**src/rtl/cam_pkg.sv**
```systemverilog
// rtl/cam_pkg.sv - shared constants, table markers and state encoding for the OV7670 SCCB configurator
package cam_pkg;

    localparam logic [7:0]  CAM_SCCB_ADDR = 8'h42;
    localparam logic [15:0] TBL_END       = 16'hFFFF;
    localparam logic [15:0] TBL_DELAY     = 16'hFFF0;

    localparam logic [4:0]  LAST_SLOT     = 5'd26;

    typedef logic [3:0] cam_state_t;

    localparam cam_state_t ST_IDLE  = 4'd0;
    localparam cam_state_t ST_PWRUP = 4'd1;
    localparam cam_state_t ST_FETCH = 4'd2;
    localparam cam_state_t ST_START = 4'd3;
    localparam cam_state_t ST_BITS  = 4'd4;
    localparam cam_state_t ST_STOP  = 4'd5;
    localparam cam_state_t ST_GAP   = 4'd6;
    localparam cam_state_t ST_DELAY = 4'd7;
    localparam cam_state_t ST_DONE  = 4'd8;

    // The ninth slot of each 3-phase byte is the sensor's don't-care/ACK bit.
    function automatic logic is_dc_slot(input logic [4:0] slot);
        return (slot == 5'd8) || (slot == 5'd17) || (slot == 5'd26);
    endfunction

endpackage

```
**src/rtl/cam_sccb_config_if.sv**
```systemverilog
// rtl/cam_sccb_config_if.sv - control and SCCB line bundle between configurator and top level
interface cam_sccb_config_if #(
    parameter int ROM_AW = 6
) ();

    logic              start;
    logic              sioc;
    logic              siod_o;
    logic              siod_oe;
    logic              busy;
    logic              done;
    logic [ROM_AW-1:0] reg_idx;

    modport master (
        input  start,
        output sioc,
        output siod_o,
        output siod_oe,
        output busy,
        output done,
        output reg_idx
    );

    modport slave (
        output start,
        input  sioc,
        input  siod_o,
        input  siod_oe,
        input  busy,
        input  done,
        input  reg_idx
    );

endinterface

```
**src/rtl/cam_reg_rom.sv**
```systemverilog
// rtl/cam_reg_rom.sv - OV7670 {reg, val} table for QQVGA RGB565, one-cycle registered read
module cam_reg_rom
    import cam_pkg::*;
#(
    parameter int ROM_AW = 6
) (
    input  logic              clk,
    input  logic              rst,
    input  logic [ROM_AW-1:0] addr,
    output logic [15:0]       data
);

    logic [15:0] data_q, data_d;

    always_comb begin
        data_d = TBL_END;
        case (int'(addr))
            0: data_d = 16'h1280;       // soft reset
            1: data_d = TBL_DELAY;      // let the sensor settle after reset
            2: data_d = 16'h1214;
            3: data_d = 16'h40D0;
            4: data_d = 16'h8C00;
            5: data_d = 16'h0C04;
            6: data_d = 16'h3E1A;
            7: data_d = 16'h7222;
            8: data_d = 16'h73F2;
            default: data_d = TBL_END;
        endcase
    end

    always_ff @(posedge clk or posedge rst) begin
        if (rst) begin
            data_q <= TBL_END;
        end else begin
            data_q <= data_d;
        end
    end

    assign data = data_q;

endmodule

```
**src/rtl/cam_sccb_config.sv**
```systemverilog
// rtl/cam_sccb_config.sv - walks the register table and writes each entry to the OV7670 over SCCB
module cam_sccb_config
    import cam_pkg::*;
#(
    parameter int         CLK_FREQ  = 50_000_000,
    parameter int         SCCB_FREQ = 100_000,
    parameter logic [7:0] DEV_ADDR  = CAM_SCCB_ADDR,
    parameter int         PWRUP_CYC = 50_000,
    parameter int         DELAY_CYC = 500_000,
    parameter int         ROM_AW    = 6
) (
    input logic         clk,
    input logic         rst,
    cam_sccb_config_if.master bus
);

    localparam int QTR = CLK_FREQ / (4 * SCCB_FREQ);
    localparam int TW  = (QTR > 1) ? $clog2(QTR) : 1;

    cam_state_t        state_q, state_d;
    logic [1:0]        qtr_q, qtr_d;
    logic [4:0]        slot_q, slot_d;
    logic [TW-1:0]     tick_q, tick_d;
    logic [31:0]       wait_q, wait_d;
    logic              fetch_q, fetch_d;
    logic [23:0]       shift_q, shift_d;
    logic [ROM_AW-1:0] reg_idx_q, reg_idx_d;
    logic              sioc_q, sioc_d;
    logic              siod_q, siod_d;
    logic              oe_q, oe_d;
    logic              busy_q, busy_d;
    logic              done_q, done_d;
    logic [15:0]       rom_data;
    logic              tick;

    cam_reg_rom #(.ROM_AW(ROM_AW)) u_rom (
        .clk  (clk),
        .rst  (rst),
        .addr (reg_idx_q),
        .data (rom_data)
    );

    assign tick = (tick_q == TW'(QTR - 1));

    always_comb begin
        state_d   = state_q;
        qtr_d     = qtr_q;
        slot_d    = slot_q;
        tick_d    = tick_q;
        wait_d    = wait_q;
        fetch_d   = fetch_q;
        shift_d   = shift_q;
        reg_idx_d = reg_idx_q;

        case (state_q)
            ST_IDLE, ST_DONE: begin
                if (bus.start) begin
                    state_d   = ST_PWRUP;
                    reg_idx_d = '0;
                    wait_d    = '0;
                end
            end
            ST_PWRUP: begin
                if (wait_q == 32'(PWRUP_CYC - 1)) begin
                    state_d = ST_FETCH;
                    wait_d  = '0;
                    fetch_d = 1'b0;
                end else begin
                    wait_d = wait_q + 32'd1;
                end
            end
            ST_FETCH: begin
                // First cycle presents the address, second sees registered ROM data.
                if (!fetch_q) begin
                    fetch_d = 1'b1;
                end else begin
                    fetch_d = 1'b0;
                    if (rom_data == TBL_END || reg_idx_q == {ROM_AW{1'b1}}) begin
                        state_d = ST_DONE;
                    end else if (rom_data == TBL_DELAY) begin
                        state_d = ST_DELAY;
                        wait_d  = '0;
                    end else begin
                        state_d = ST_START;
                        shift_d = {DEV_ADDR, rom_data};
                        qtr_d   = 2'd0;
                        slot_d  = 5'd0;
                        tick_d  = '0;
                    end
                end
            end
            ST_DELAY: begin
                if (wait_q == 32'(DELAY_CYC - 1)) begin
                    state_d   = ST_FETCH;
                    wait_d    = '0;
                    fetch_d   = 1'b0;
                    reg_idx_d = reg_idx_q + 1'b1;
                end else begin
                    wait_d = wait_q + 32'd1;
                end
            end
            ST_START, ST_BITS, ST_STOP, ST_GAP: begin
                tick_d = tick ? '0 : tick_q + 1'b1;
                if (tick) begin
                    qtr_d = qtr_q + 2'd1;
                    case (state_q)
                        ST_START: begin
                            if (qtr_q == 2'd3) begin
                                state_d = ST_BITS;
                                slot_d  = 5'd0;
                            end
                        end
                        ST_BITS: begin
                            if (qtr_q == 2'd3) begin
                                if (slot_q == LAST_SLOT) begin
                                    state_d = ST_STOP;
                                end else begin
                                    slot_d = slot_q + 5'd1;
                                end
                                if (!is_dc_slot(slot_q)) begin
                                    shift_d = {shift_q[22:0], 1'b0};
                                end
                            end
                        end
                        ST_STOP: begin
                            if (qtr_q == 2'd2) begin
                                state_d = ST_GAP;
                                qtr_d   = 2'd0;
                            end
                        end
                        default: begin
                            if (qtr_q == 2'd3) begin
                                state_d   = ST_FETCH;
                                fetch_d   = 1'b0;
                                reg_idx_d = reg_idx_q + 1'b1;
                            end
                        end
                    endcase
                end
            end
            default: state_d = ST_IDLE;
        endcase
    end

    // Line levels are decoded from the next state so the pins change on the same edge as the FSM.
    always_comb begin
        sioc_d = 1'b1;
        siod_d = 1'b1;
        oe_d   = 1'b1;
        case (state_d)
            ST_START: begin
                // SIOC stays low for the last three quarters so the start phase spans a full slot.
                siod_d = 1'b0;
                sioc_d = (qtr_d == 2'd0);
            end
            ST_BITS: begin
                sioc_d = qtr_d[1];
                if (is_dc_slot(slot_d)) begin
                    oe_d = 1'b0;
                end else begin
                    siod_d = shift_d[23];
                end
            end
            ST_STOP: begin
                sioc_d = (qtr_d != 2'd0);
                siod_d = (qtr_d == 2'd2);
            end
            default: ;
        endcase
        busy_d = !(state_d == ST_IDLE || state_d == ST_DONE);
        done_d = (state_d == ST_DONE);
    end

    always_ff @(posedge clk or posedge rst) begin
        if (rst) begin
            state_q   <= ST_IDLE;
            qtr_q     <= 2'd0;
            slot_q    <= 5'd0;
            tick_q    <= '0;
            wait_q    <= '0;
            fetch_q   <= 1'b0;
            shift_q   <= '0;
            reg_idx_q <= '0;
            sioc_q    <= 1'b1;
            siod_q    <= 1'b1;
            oe_q      <= 1'b1;
            busy_q    <= 1'b0;
            done_q    <= 1'b0;
        end else begin
            state_q   <= state_d;
            qtr_q     <= qtr_d;
            slot_q    <= slot_d;
            tick_q    <= tick_d;
            wait_q    <= wait_d;
            fetch_q   <= fetch_d;
            shift_q   <= shift_d;
            reg_idx_q <= reg_idx_d;
            sioc_q    <= sioc_d;
            siod_q    <= siod_d;
            oe_q      <= oe_d;
            busy_q    <= busy_d;
            done_q    <= done_d;
        end
    end

    assign bus.sioc    = sioc_q;
    assign bus.siod_o  = siod_q;
    assign bus.siod_oe = oe_q;
    assign bus.busy    = busy_q;
    assign bus.done    = done_q;
    assign bus.reg_idx = reg_idx_q;

endmodule
```
**src/flat_wrapper.sv**
```systemverilog
// flat-port wrapper written by rule: the top's interface ports become plain ports
module cam_sccb_config_flat import cam_pkg::*;
#(
    parameter int         CLK_FREQ  = 50_000_000,
    parameter int         SCCB_FREQ = 100_000,
    parameter logic [7:0] DEV_ADDR  = CAM_SCCB_ADDR,
    parameter int         PWRUP_CYC = 50_000,
    parameter int         DELAY_CYC = 500_000,
    parameter int         ROM_AW    = 6
)
  (clk, rst, bus_start, bus_sioc, bus_siod_o, bus_siod_oe, bus_busy, bus_done, bus_reg_idx);
  cam_sccb_config_if #(.ROM_AW(ROM_AW)) bus_i ();
  input logic clk;
  input logic rst;
  input wire logic [$bits(bus_i.start)-1:0] bus_start;
  output wire logic [$bits(bus_i.sioc)-1:0] bus_sioc;
  output wire logic [$bits(bus_i.siod_o)-1:0] bus_siod_o;
  output wire logic [$bits(bus_i.siod_oe)-1:0] bus_siod_oe;
  output wire logic [$bits(bus_i.busy)-1:0] bus_busy;
  output wire logic [$bits(bus_i.done)-1:0] bus_done;
  output wire logic [$bits(bus_i.reg_idx)-1:0] bus_reg_idx;
  assign bus_i.start = bus_start;
  assign bus_sioc = bus_i.sioc;
  assign bus_siod_o = bus_i.siod_o;
  assign bus_siod_oe = bus_i.siod_oe;
  assign bus_busy = bus_i.busy;
  assign bus_done = bus_i.done;
  assign bus_reg_idx = bus_i.reg_idx;
  cam_sccb_config #(.CLK_FREQ(CLK_FREQ), .SCCB_FREQ(SCCB_FREQ), .DEV_ADDR(DEV_ADDR), .PWRUP_CYC(PWRUP_CYC), .DELAY_CYC(DELAY_CYC), .ROM_AW(ROM_AW)) u_core (.clk(clk), .rst(rst), .bus(bus_i));
endmodule
```
**config.mk**
```make
export PLATFORM = sky130hd
export DESIGN_NAME = cam_sccb_config_flat
export DESIGN_NICKNAME = d
export VERILOG_FILES = /design/src/rtl/cam_pkg.sv /design/src/rtl/cam_sccb_config_if.sv /design/src/rtl/cam_reg_rom.sv /design/src/rtl/cam_sccb_config.sv /design/src/flat_wrapper.sv
export SDC_FILE = /design/constraint.sdc
export NUM_CORES = 1
export LEC_CHECK = 0
export CAP_MARGIN = 20
export CORE_MARGIN = 4
export CORE_UTILIZATION = 45
export DETAILED_ROUTE_END_ITERATION = 8
export DONT_BUFFER_PORTS = 1
export SLEW_MARGIN = 40
export SYNTH_ARGS = -nofsm -noshare
export SYNTH_HDL_FRONTEND = slang
export SYNTH_SLANG_ARGS = --single-unit
export TNS_END_PERCENT = 100
```
**constraint.sdc**
```tcl
create_clock -name clk -period 4.4 [get_ports clk]
set_input_delay 0.88 -clock clk [delete_from_list [all_inputs] [get_ports clk]]
set_output_delay 0.88 -clock clk [all_outputs]
set_load 0.1 [all_outputs]
```
; Word-level counts from Yosys, hierarchy flattened
; Memories as Yosys holds them, arrays and structs flattened.
; Cells that the tools add are included.
[classes]
add_sub_neg = 5
eq_ne = 39
mux = 69
reduce_logical = 24
[op_table]
columns = operator, n
row1 = 32-bit two-way mux, 6
row2 = 24-bit two-way mux, 7
row3 = 32-bit case mux with 4 select lines, 1
row4 = 24-bit case mux with 2 select lines, 1
row5 = 4-bit two-way mux, 11
row6 = 5-bit two-way mux, 7
row7 = 32-bit by 1-bit adder with 32-bit output (second input constant), 1
row8 = 16-bit equality test (second input constant), 2
row9 = 32-bit by 16-bit equality test with 1-bit output (second input constant), 1
row10 = 32-bit by 19-bit equality test with 1-bit output (second input constant), 1
row11 = 6-bit two-way mux, 5
row12 = 7-bit two-way mux, 4
row13 = 4-bit by 3-bit equality test with 1-bit output (second input constant), 6
row14 = 5-bit equality test (second input constant), 4
row15 = 4-bit case mux with 5 select lines, 1
row16 = 5-bit case mux with 2 select lines, 2
row17 = 6-bit case mux with 3 select lines, 1
row18 = 16-bit two-way mux, 1
row19 = 2-bit by 1-bit != test with 1-bit output (second input constant), 7
row20 = 7-bit case mux with 2 select lines, 1
row21 = 4-bit by 2-bit equality test with 1-bit output (second input constant), 3
row22 = 2-bit two-way mux, 6
row23 = 4-bit case mux with 3 select lines, 1
row24 = 6-bit AND reduction, 2
row25 = 29 further kinds, 55
[word_totals]
ff_bits = 102
romBits = 256
input_bits = 3
output_inout_bits = 11
wordCells = 153
n_memories = 1
[memory_table]
columns = memory, words, word_bits, rd, rd_ports_with_merged_regs, write_ports, line_no
row1 = (name not given), 16, 16, 1, 0, 0, cam_reg_rom.sv:17  ; case (int'(addr))

; Longest topological paths before layout
; Gate-level depths: netlist of the first run.
[depth]
ltp_word = 11
depth_mapped = 11
depth_no_buf = 9

; Cells and area by module
; From an unflattened synthesis of the first run, not the netlist that was laid out.
[unflattened]
hier_cells = 581
area_unflattened_um2 = 5446.5
[by_module_without_submodules]
columns = module, n_inst, cells_per_inst, area_each_um2, seq_area_each_um2
row1 = cam_sccb_config, 1, 525, 4832.1, 2155.8
row2 = cam_reg_rom, 1, 56, 614.3, 367.9

; Worst setup path before layout of the first run
; No wires, ideal clock.
[synth_timing]
path_type = register to register
startpoint = register u_core.reg_idx_q[0], in the netlist u_core.bus.reg_idx[0]
endpoint = register u_core.oe_q, in the netlist u_core.bus.siod_oe
setup_ns = 0.082
arrival_time_ns = 2.917
slack_ns = 1.401
path_stages_with_launch = 9
path_buffers = 0
synth_period_minus_slack_ns = 2.999
path_cell_list = dfrtp_1 -> ha_1 -> nand2_1 -> nor2_1 -> nor3b_1 -> a221oi_2 -> nand3_2 -> or4_1 -> or2_1
[synth_via]
elab_cells_between_ends = 16
cone_classes = eq/ne (5) / mux (8) / reduce/logical (3)
[synth_rtl]
columns = item, line_no
row1 = "start, declared", cam_sccb_config.sv:27  ; logic [ROM_AW-1:0] reg_idx_q, reg_idx_d;
row2 = "start signal, assigned", cam_sccb_config.sv:197  ; reg_idx_q <= reg_idx_d;
row3 = 6-bit equality test, cam_sccb_config.sv:78  ; if (rom_data == TBL_END || reg_idx_q == {ROM_AW{1'b1}}) begin
row4 = 1-bit logical OR, cam_sccb_config.sv:78
row5 = 4-bit two-way mux, cam_sccb_config.sv:78
row6 = 4-bit two-way mux, cam_sccb_config.sv:74  ; if (!fetch_q) begin
row7 = 4-bit case mux with 5 select lines, cam_sccb_config.sv:55  ; case (state_q)
row8 = net u_core.state_d[0], cam_sccb_config.sv:20  ; cam_state_t state_q, state_d;
row9 = 4-bit by 3-bit equality test with 1-bit output, cam_sccb_config.sv:150  ; case (state_d)
row10 = 1-bit two-way mux, cam_sccb_config.sv:150
row11 = net u_core.oe_d, cam_sccb_config.sv:30  ; logic oe_q, oe_d;
row12 = "end signal, assigned", cam_sccb_config.sv:186  ; oe_q <= 1'b1;
row13 = "end signal, assigned", cam_sccb_config.sv:200  ; oe_q <= oe_d;
row14 = "end, declared", cam_sccb_config.sv:30
; The timed path passes the listed nets, and every way through them passes these cells.
; A chain may end at the register's enable or synchronous reset.

; Worst setup path in the final report of the first run
[layout_timing]
startpoint = register u_core.wait_q[23]
endpoint = register u_core.oe_q, in the netlist u_core.bus.siod_oe
[layout_via]
elab_chain_cells = 5
elab_cells_between_ends = 7
cone_classes = eq/ne (3) / mux (4)
[layout_lines]
columns = item, line_no
row1 = "start, declared", cam_sccb_config.sv:24  ; logic [31:0] wait_q, wait_d;
row2 = "start signal, assigned", cam_sccb_config.sv:194  ; wait_q <= wait_d;
row3 = 32-bit by 19-bit equality test with 1-bit output / 32-bit by 16-bit equality test with 1-bit output (equally long branches), "cam_sccb_config.sv:93, cam_sccb_config.sv:64"
row4 = 4-bit two-way mux (on tied branches), "cam_sccb_config.sv:93, cam_sccb_config.sv:64"
row5 = 4-bit case mux with 5 select lines *, cam_sccb_config.sv:55
row6 = net u_core.state_d[0], cam_sccb_config.sv:20
row7 = 4-bit by 3-bit equality test with 1-bit output *, cam_sccb_config.sv:150
row8 = 1-bit two-way mux *, cam_sccb_config.sv:150
row9 = net u_core.oe_d, cam_sccb_config.sv:30
; Mark *: on every way through the listed nets, which the timed path passes. The rest lies on a longest branch.

==> results of run 1 <==
-- cell usage in the layout, fill, tap and decap left out, types with 4 or more instances in the layout --
master	synthesis	final
a21oi_1	26	26
a21o_1	8	8
xnor2_1	14	14
ha_1	12	12
nor3_1	18	18
o21ai_0	65	65
a31oi_1	6	6
and2_1	9	9
nand3_1	29	29
nand3b_1	4	4
nand2_1	81	81
or2_2	6	6
inv_1	23	22
dfstp_2	17	17
o31ai_1	7	7
dfrtp_1	83	82
a22oi_1	8	8
nor3b_1	6	6
nand4_1	12	12
nor4_1	8	8
nor2_1	50	49
nor4b_1	4	4
and3_1	8	8
clkbuf_16	0	11
a221o_1	9	9
nor2b_1	5	5
buf_4	0	8
-- path summary, 6_finish.rpt --
| path | end | depth (start not counted) | slack (ns) |
|---|---|---|---|
| max | u_core.bus.siod_oe$_DFF_PP1_ | 7 | 1.29 |
| min | u_core.wait_q[14]$_DFFE_PP0P_ | 1 | 0.48 |
| max in group asynchronous | u_core.bus.sioc$_DFF_PP1_ | 2 | 3.01 |
| min in group clk | u_core.shift_q[15]$_DFFE_PP0P_ | 2 | 0.48 |
| max reg2reg | u_core.bus.siod_oe$_DFF_PP1_ | 7 | 1.29 |
| min reg2reg | u_core.shift_q[15]$_DFFE_PP0P_ | 2 | 0.48 |
-- registers in the layout, summed over array words and instances (netlist names) --
register            cells
u_core.wait_q          32
u_core.shift_q         24
u_core.u_rom.data      14
u_core.tick_q           7
u_core.bus.reg_idx      6
u_core.slot_q           5
u_core.state_q          4
u_core.qtr_q            2
u_core.bus.busy         1
u_core.bus.done         1
u_core.bus.sioc         1
u_core.bus.siod_o       1
u_core.bus.siod_oe      1
u_core.fetch_q          1
-- Yosys cell counts (7+ instances only) --
master,number,area share
ha_1,12,0.027
xnor2_1,14,0.022
nand3_1,29,0.026
o21ai_0,65,0.058
a21oi_1,26,0.023
nor3_1,18,0.016
o31ai_1,7,0.0094
clkbuf_1,15,0.010
and3_1,8,0.0090
dfrtp_1,83,0.37
a22oi_1,8,0.011
dfstp_2,17,0.080
a21o_1,8,0.011
nor4_1,8,0.0090
inv_1,23,0.015
a221o_1,9,0.016
and2_1,9,0.010
nor2_1,50,0.034
nand4_1,12,0.013
nand2_1,81,0.055
buf_2,9,0.0081
-- cell type report --
type                       instances  area, sq um  share of cell area
inverter                          23         91.3              0.0151
tap                              168          210              0.0348
sequential                       100         2520               0.418
clock buffer                      12          289              0.0479
multi-input combinational        466         2840               0.470
clock inverter                     4         26.3             0.00435
timing repair buffer               8         60.1             0.00995
-- per-stage QoR --
| stage | setup slack [ns] | hold WS, ns | std cells | area [sq um] |
|---|---|---|---|---|
| 3_3_place_gp | 1.33 | 0.461 | 765 | 5720 |
| 3_5_place_dp | 1.30 | 0.467 | 765 | 5720 |
| 2_1_floorplan | 0.929 | 0.446 | 620 | 5570 |
| 6_report | 1.29 | 0.479 | 781 | 6040 |
| 5_1_grt | 1.12 | 0.507 | 781 | 6040 |
| 4_1_cts | 1.29 | 0.484 | 781 | 6030 |
-- per-layer routing --
layer	global-route usage	up-vias	share of wire
li1	-	2235	-
met1	0.286	2126	0.50
met2	0.260	126	0.44
met3	0.0470	12	0.056
met4	0.0449	0	0.0090
met5	0	-	0
-- power groups by stage --
stage          clock network (W)  logic (W)  registers (W)
2_1_floorplan                  0  0.0000992        0.00100
3_3_place_gp                   0   0.000119        0.00101
3_5_place_dp                   0   0.000120        0.00102
4_1_cts                 0.000844   0.000121       0.000999
5_1_grt                 0.000884   0.000137        0.00100
6_report                0.000819   0.000120        0.00100
-- cells by family after synthesis --
family | after synthesis
and+or+nand+nor | 267
AOI/OAI and AO/OA | 172
DFF | 100
buffers and inverters | 54
xor gates and xnor gates | 14
adders and majority gates | 12
muxes | 1
-- worst max-delay path, delay by kind of cell (launching register included) --
kind            cells  cell delay [ns]
simple gates        5             1.90
flops               1             0.44
compound gates      2             0.68
==> results.yml, run 1 <==
outcome:
  outcome: "finished clean"
route:
  avgRoutedWirePerCell_microns: 16.4
  vias: 4499
  finalWirelength_mm: 12.8
  drc: 0
  postRouteAntennaNets: 0
  viasPerCell: 5.76
  drt_pre_antenna_iters: 6
  drtIter0Drc: 453
timing:
  finalCriticalPeriod_ns: 3.11
  grt_setup_unrepaired: "false"
  hold_viol: 0
  max-slew-margin-rel: 0.416
  drv_slew: 0
  clock.fmax_ghz: 0.322
  finClkSkew_ns: 0.00561
  setup_violations: 0
  worstMarginPinSlew_ns: 0.877
  min_period_over_period: 0.706
  fin_tns_setup_ns: 0
layout:
  diodes: 0
  drive_gt1_frac: 0.109
  fillerInstances: 1121
  area_growth_pct: 8.35
  postLayoutCoreUtil: 0.501
  nets: 623
yosys:
  ys.flop_type: "dfrtp_1"
  async_flop_share: 1.00
  synth-edff-count: 0
  synth_top_family_by_area: "simple AND/OR/NAND/NOR gates"
  syn_avg_cell_area_sq_um: 8.99
  yosysWarningCount: 0
  synth_simple_gate_area_frac: 0.252
  syn_nets: 635
  synth_area_sq_um: 5570
  synth_cell_types: 75
  synth_compound_area_frac: 0.206
  synthXorXnorAreaFrac: 0.0220
  syn_inst: 620
  synthMuxAreaShare: 0.00180
  synthAdderAreaFrac: 0.0269
  ys_ff_latch: 100
  synth_seq_area_share: 0.453
placement:
  dp_hpwl_mm: 8.82
  io_buffers: 0
  gp_congestion: 0.840
critical_path:
  critPathMaxFanout: 21
  critical_path_class: "flip-flop to flip-flop"
  cp_slowest_cell: "or4_4"
  slowest_delay_ns: 0.57
  start_kind: "flip-flop"
  critPathArrivalTime_ns: 3.39
  cp_cell_sequence: "or4_4 -> nor4_4 -> a21oi_2 -> a21oi_4 -> nand3_2 -> or4_1 -> or2_1"
  cp-startpoint: "u_core.wait_q[23]$_DFFE_PP0P_"
  crit_path_end_kind: "flip-flop"
  required_ns: 4.68
  r2r-start: "u_core.wait_q[23]$_DFFE_PP0P_"
power_and_ir_drop:
  ir_worst_vdd_mv: 0.199
  p_sw_w: 0.000478
  p_int_w: 0.00146
  p_leak_nw: 2.50
  fin_total_pwr_w: 0.00194
  pwr-share-comb: 0.062
  power.share.clock: 0.422
  p_per_area_nw_per_um2: 321
  p_sw_frac: 0.247
  seqPwrFrac: 0.516
clock_tree:
  cts_buffers: 9
  ctsResizeCount: 0
  h-tree-depth: 3
  cts_buffer_depth: 2
  clock_latency_ns: 0.35
  clk_pin_slew_ns: 0.07
  cts-root-buf: "clkbuf_16"
  postCtsSetupRepairBufs: 0
  cts_sinks: 100
  cts_tree: "yes"
  cts_hold_buf: 0
floorplan:
  pin_count: 14
  fp.dieW_microns: 119
  initial_core_util: 0.462
  die_y_microns: 119
  core_sq_um: 12100
  die_area_sq_um: 14200
  fp-row-count: 40
job:
  drv_cap: 0
global_routing:
  grt_max_degree: 67
  grt_overflow: 0
  grt_pass1_vias: 4110
  grtUsageTotal: 0.186
  antenna_found_initial: 0
  grt_pass1_wl_mm: 21.5
min_path:
  min_path_type: "input pin to asynchronous set/reset pin"
(Power assumes the default switching activity.)
==> run 2, diff against run 1 <==
==> constraint.sdc (replaced) <==
create_clock -name clk -period 2.5 [get_ports clk]
set_input_delay 0.5 -clock clk [delete_from_list [all_inputs] [get_ports clk]]
set_output_delay 0.5 -clock clk [all_outputs]
set_load 0.1 [all_outputs]
==> run 2 against run 1 <==
Via count increased by 8.3%. Setup slack got worse by 1.3 ns. Global-route usage grew 1.0 points. Highest routed layer unchanged.
==> results.yml, run 2 (synthesized netlist as in run 1, its figures left out) <==
outcome:
  outcome: "finished clean"
route:
  drtIter0Drc: 422
  viasPerCell: 5.79
  vias: 4872
  drt_pre_antenna_iters: 5
  avgRoutedWirePerCell_microns: 16.2
  postRouteAntennaNets: 0
  finalWirelength_mm: 13.6
  drc: 0
critical_path:
  critical_path_class: "flip-flop to flip-flop"
  slowest_delay_ns: 0.54
  r2r-end: "u_core.bus.siod_oe$_DFF_PP1_"
  worst-r2r-setup-slack_ns: 0.003
  cp_cell_sequence: "nand4_1 -> buf_4 -> a2111oi_4 -> buf_4 -> o31a_1 -> a211oi_2 -> xnor2_1 -> o31a_1 -> or2_1"
  crit_buf_inv: 2
  required_ns: 2.78
  start_kind: "flip-flop"
  crit_path_end_kind: "flip-flop"
  critPathArrivalTime_ns: 2.78
  r2r_cells: 9
  r2r-start: "u_core.u_rom.data[11]$_DFF_PP1_"
  cp_top_family: "compound AO/OA/AOI/OAI gates"
  cp-startpoint: "u_core.u_rom.data[11]$_DFF_PP1_"
  critPathMaxFanout: 5
  cp_slowest_cell: "dfstp_2"
placement:
  gp_congestion: 0.883
  io_buffers: 0
  dp_hpwl_mm: 9.68
  dpl.cell_count: 824
global_routing:
  grt_pass1_vias: 4597
  grt_overflow: 0
  gr-usage-met1: 0.274
  use_met2: 0.304
  grt_use_met3: 0.0437
  grt_pass1_wl_mm: 22.9
  grt_max_degree: 101
  busiest_layer: "met2"
  antenna_found_initial: 0
  grtUsageTotal: 0.196
timing:
  drv_slew: 0
  setup_violations: 0
  max-slew-margin-rel: 0.634
  finClkSkew_ns: 0.0118
  clock.fmax_ghz: 0.400
  min_period_over_period: 0.999
  worstMarginPinSlew_ns: 0.549
  grt_setup_unrepaired: "true"
  finalCriticalPeriod_ns: 2.50
  fin_tns_setup_ns: 0
  hold_viol: 0
power_and_ir_drop:
  ir_worst_vdd_mv: 0.415
  p_per_area_nw_per_um2: 511
  p_leak_nw: 2.80
clock_tree:
  clock_latency_ns: 0.36
  cts_hold_buf: 0
  h-tree-depth: 3
  cts_buffer_depth: 2
  cts_tree: "yes"
  cts-root-buf: "clkbuf_16"
  clk_pin_slew_ns: 0.06
  cts_buffers: 9
  cts_sinks: 100
floorplan:
  die_y_microns: 119
  fp-row-count: 40
  pin_count: 14
  core_sq_um: 12100
  fp.dieW_microns: 119
  die_area_sq_um: 14200
  initial_core_util: 0.462
layout:
  fillerInstances: 1070
  top_register: "u_core.wait_q"
  area_growth_pct: 19.7
  nets: 684
  largest_reg_flops: 32
  drive_gt1_frac: 0.239
  final_cells: 842
  layout_common_cells: "nand2_1, dfrtp_1, buf_4"
  final_common_cell: "nand2_1"
  diodes: 0
min_path:
  min_path_type: "input pin to asynchronous set/reset pin"
job:
  drv_cap: 0
==> run 2: area by class of cell <==
type                       count  area (sq um)  area share
sequential                   100          2530       0.379
multi-input combinational    466          3000       0.450
clock buffer                  13           272      0.0407
timing repair buffer          69           547      0.0820
tap                          168           210      0.0315
clock inverter                 3          18.8     0.00281
inverter                      23          90.1      0.0135
==> run 2: where the power goes <==
| group | internal (W) | total, W | switching [W] |
|---|---|---|---|
| Combinational | 0.000131 | 0.000320 | 0.000190 |
| Sequential | 0.00167 | 0.00173 | 0.0000546 |
| Clock | 0.000764 | 0.00136 | 0.000598 |
==> run 2: layer usage <==
metal  vias to the layer above  wire length, microns
met1                      2372                  6290
li1                       2347                     -
met5                         -                     0
met4                         0                   221
met2                       133                  6440
met3                        20                   687
==> run 2: how the worst max path moves through the flow <==
| stage | endpoint | depth (start not counted) |
|---|---|---|
| global route | u_core.bus.siod_oe$_DFF_PP1_ | 8 |
| finish | u_core.bus.siod_oe$_DFF_PP1_ | 9 |
| global placement | u_core.bus.siod_oe$_DFF_PP1_ | 8 |
| detailed placement | u_core.shift_q[10]$_DFFE_PP0P_ | 8 |
| floorplan | u_core.bus.siod_oe$_DFF_PP1_ | 8 |
| CTS | u_core.wait_q[31]$_DFFE_PP0P_ | 8 |
==> run 2: timing repair <==
item                       4_1_cts  5_1_grt
resized for setup                1       31
buffers inserted                 0        2
pin swaps                        0        6
setup endpoints to repair        9       25
==> run 2: stage by stage <==
| step | total power [W] | util | cell area, sq um | setup slack [ns] | hold WS [ns] |
|---|---|---|---|---|---|
| 6_report | 0.00341 | 0.553 | 6670 | 0.00258 | 0.145 |
| 5_1_grt | 0.00356 | 0.553 | 6670 | -0.0815 | 0.213 |
| 4_1_cts | 0.00345 | 0.539 | 6510 | -0.0215 | 0.196 |
| 3_5_place_dp | 0.00207 | 0.515 | 6210 | -0.0261 | 0.466 |
| 3_3_place_gp | 0.00206 | 0.515 | 6210 | 0.000179 | 0.458 |
| 2_1_floorplan | 0.00194 | - | 5620 | 0.00407 | 0.446 |
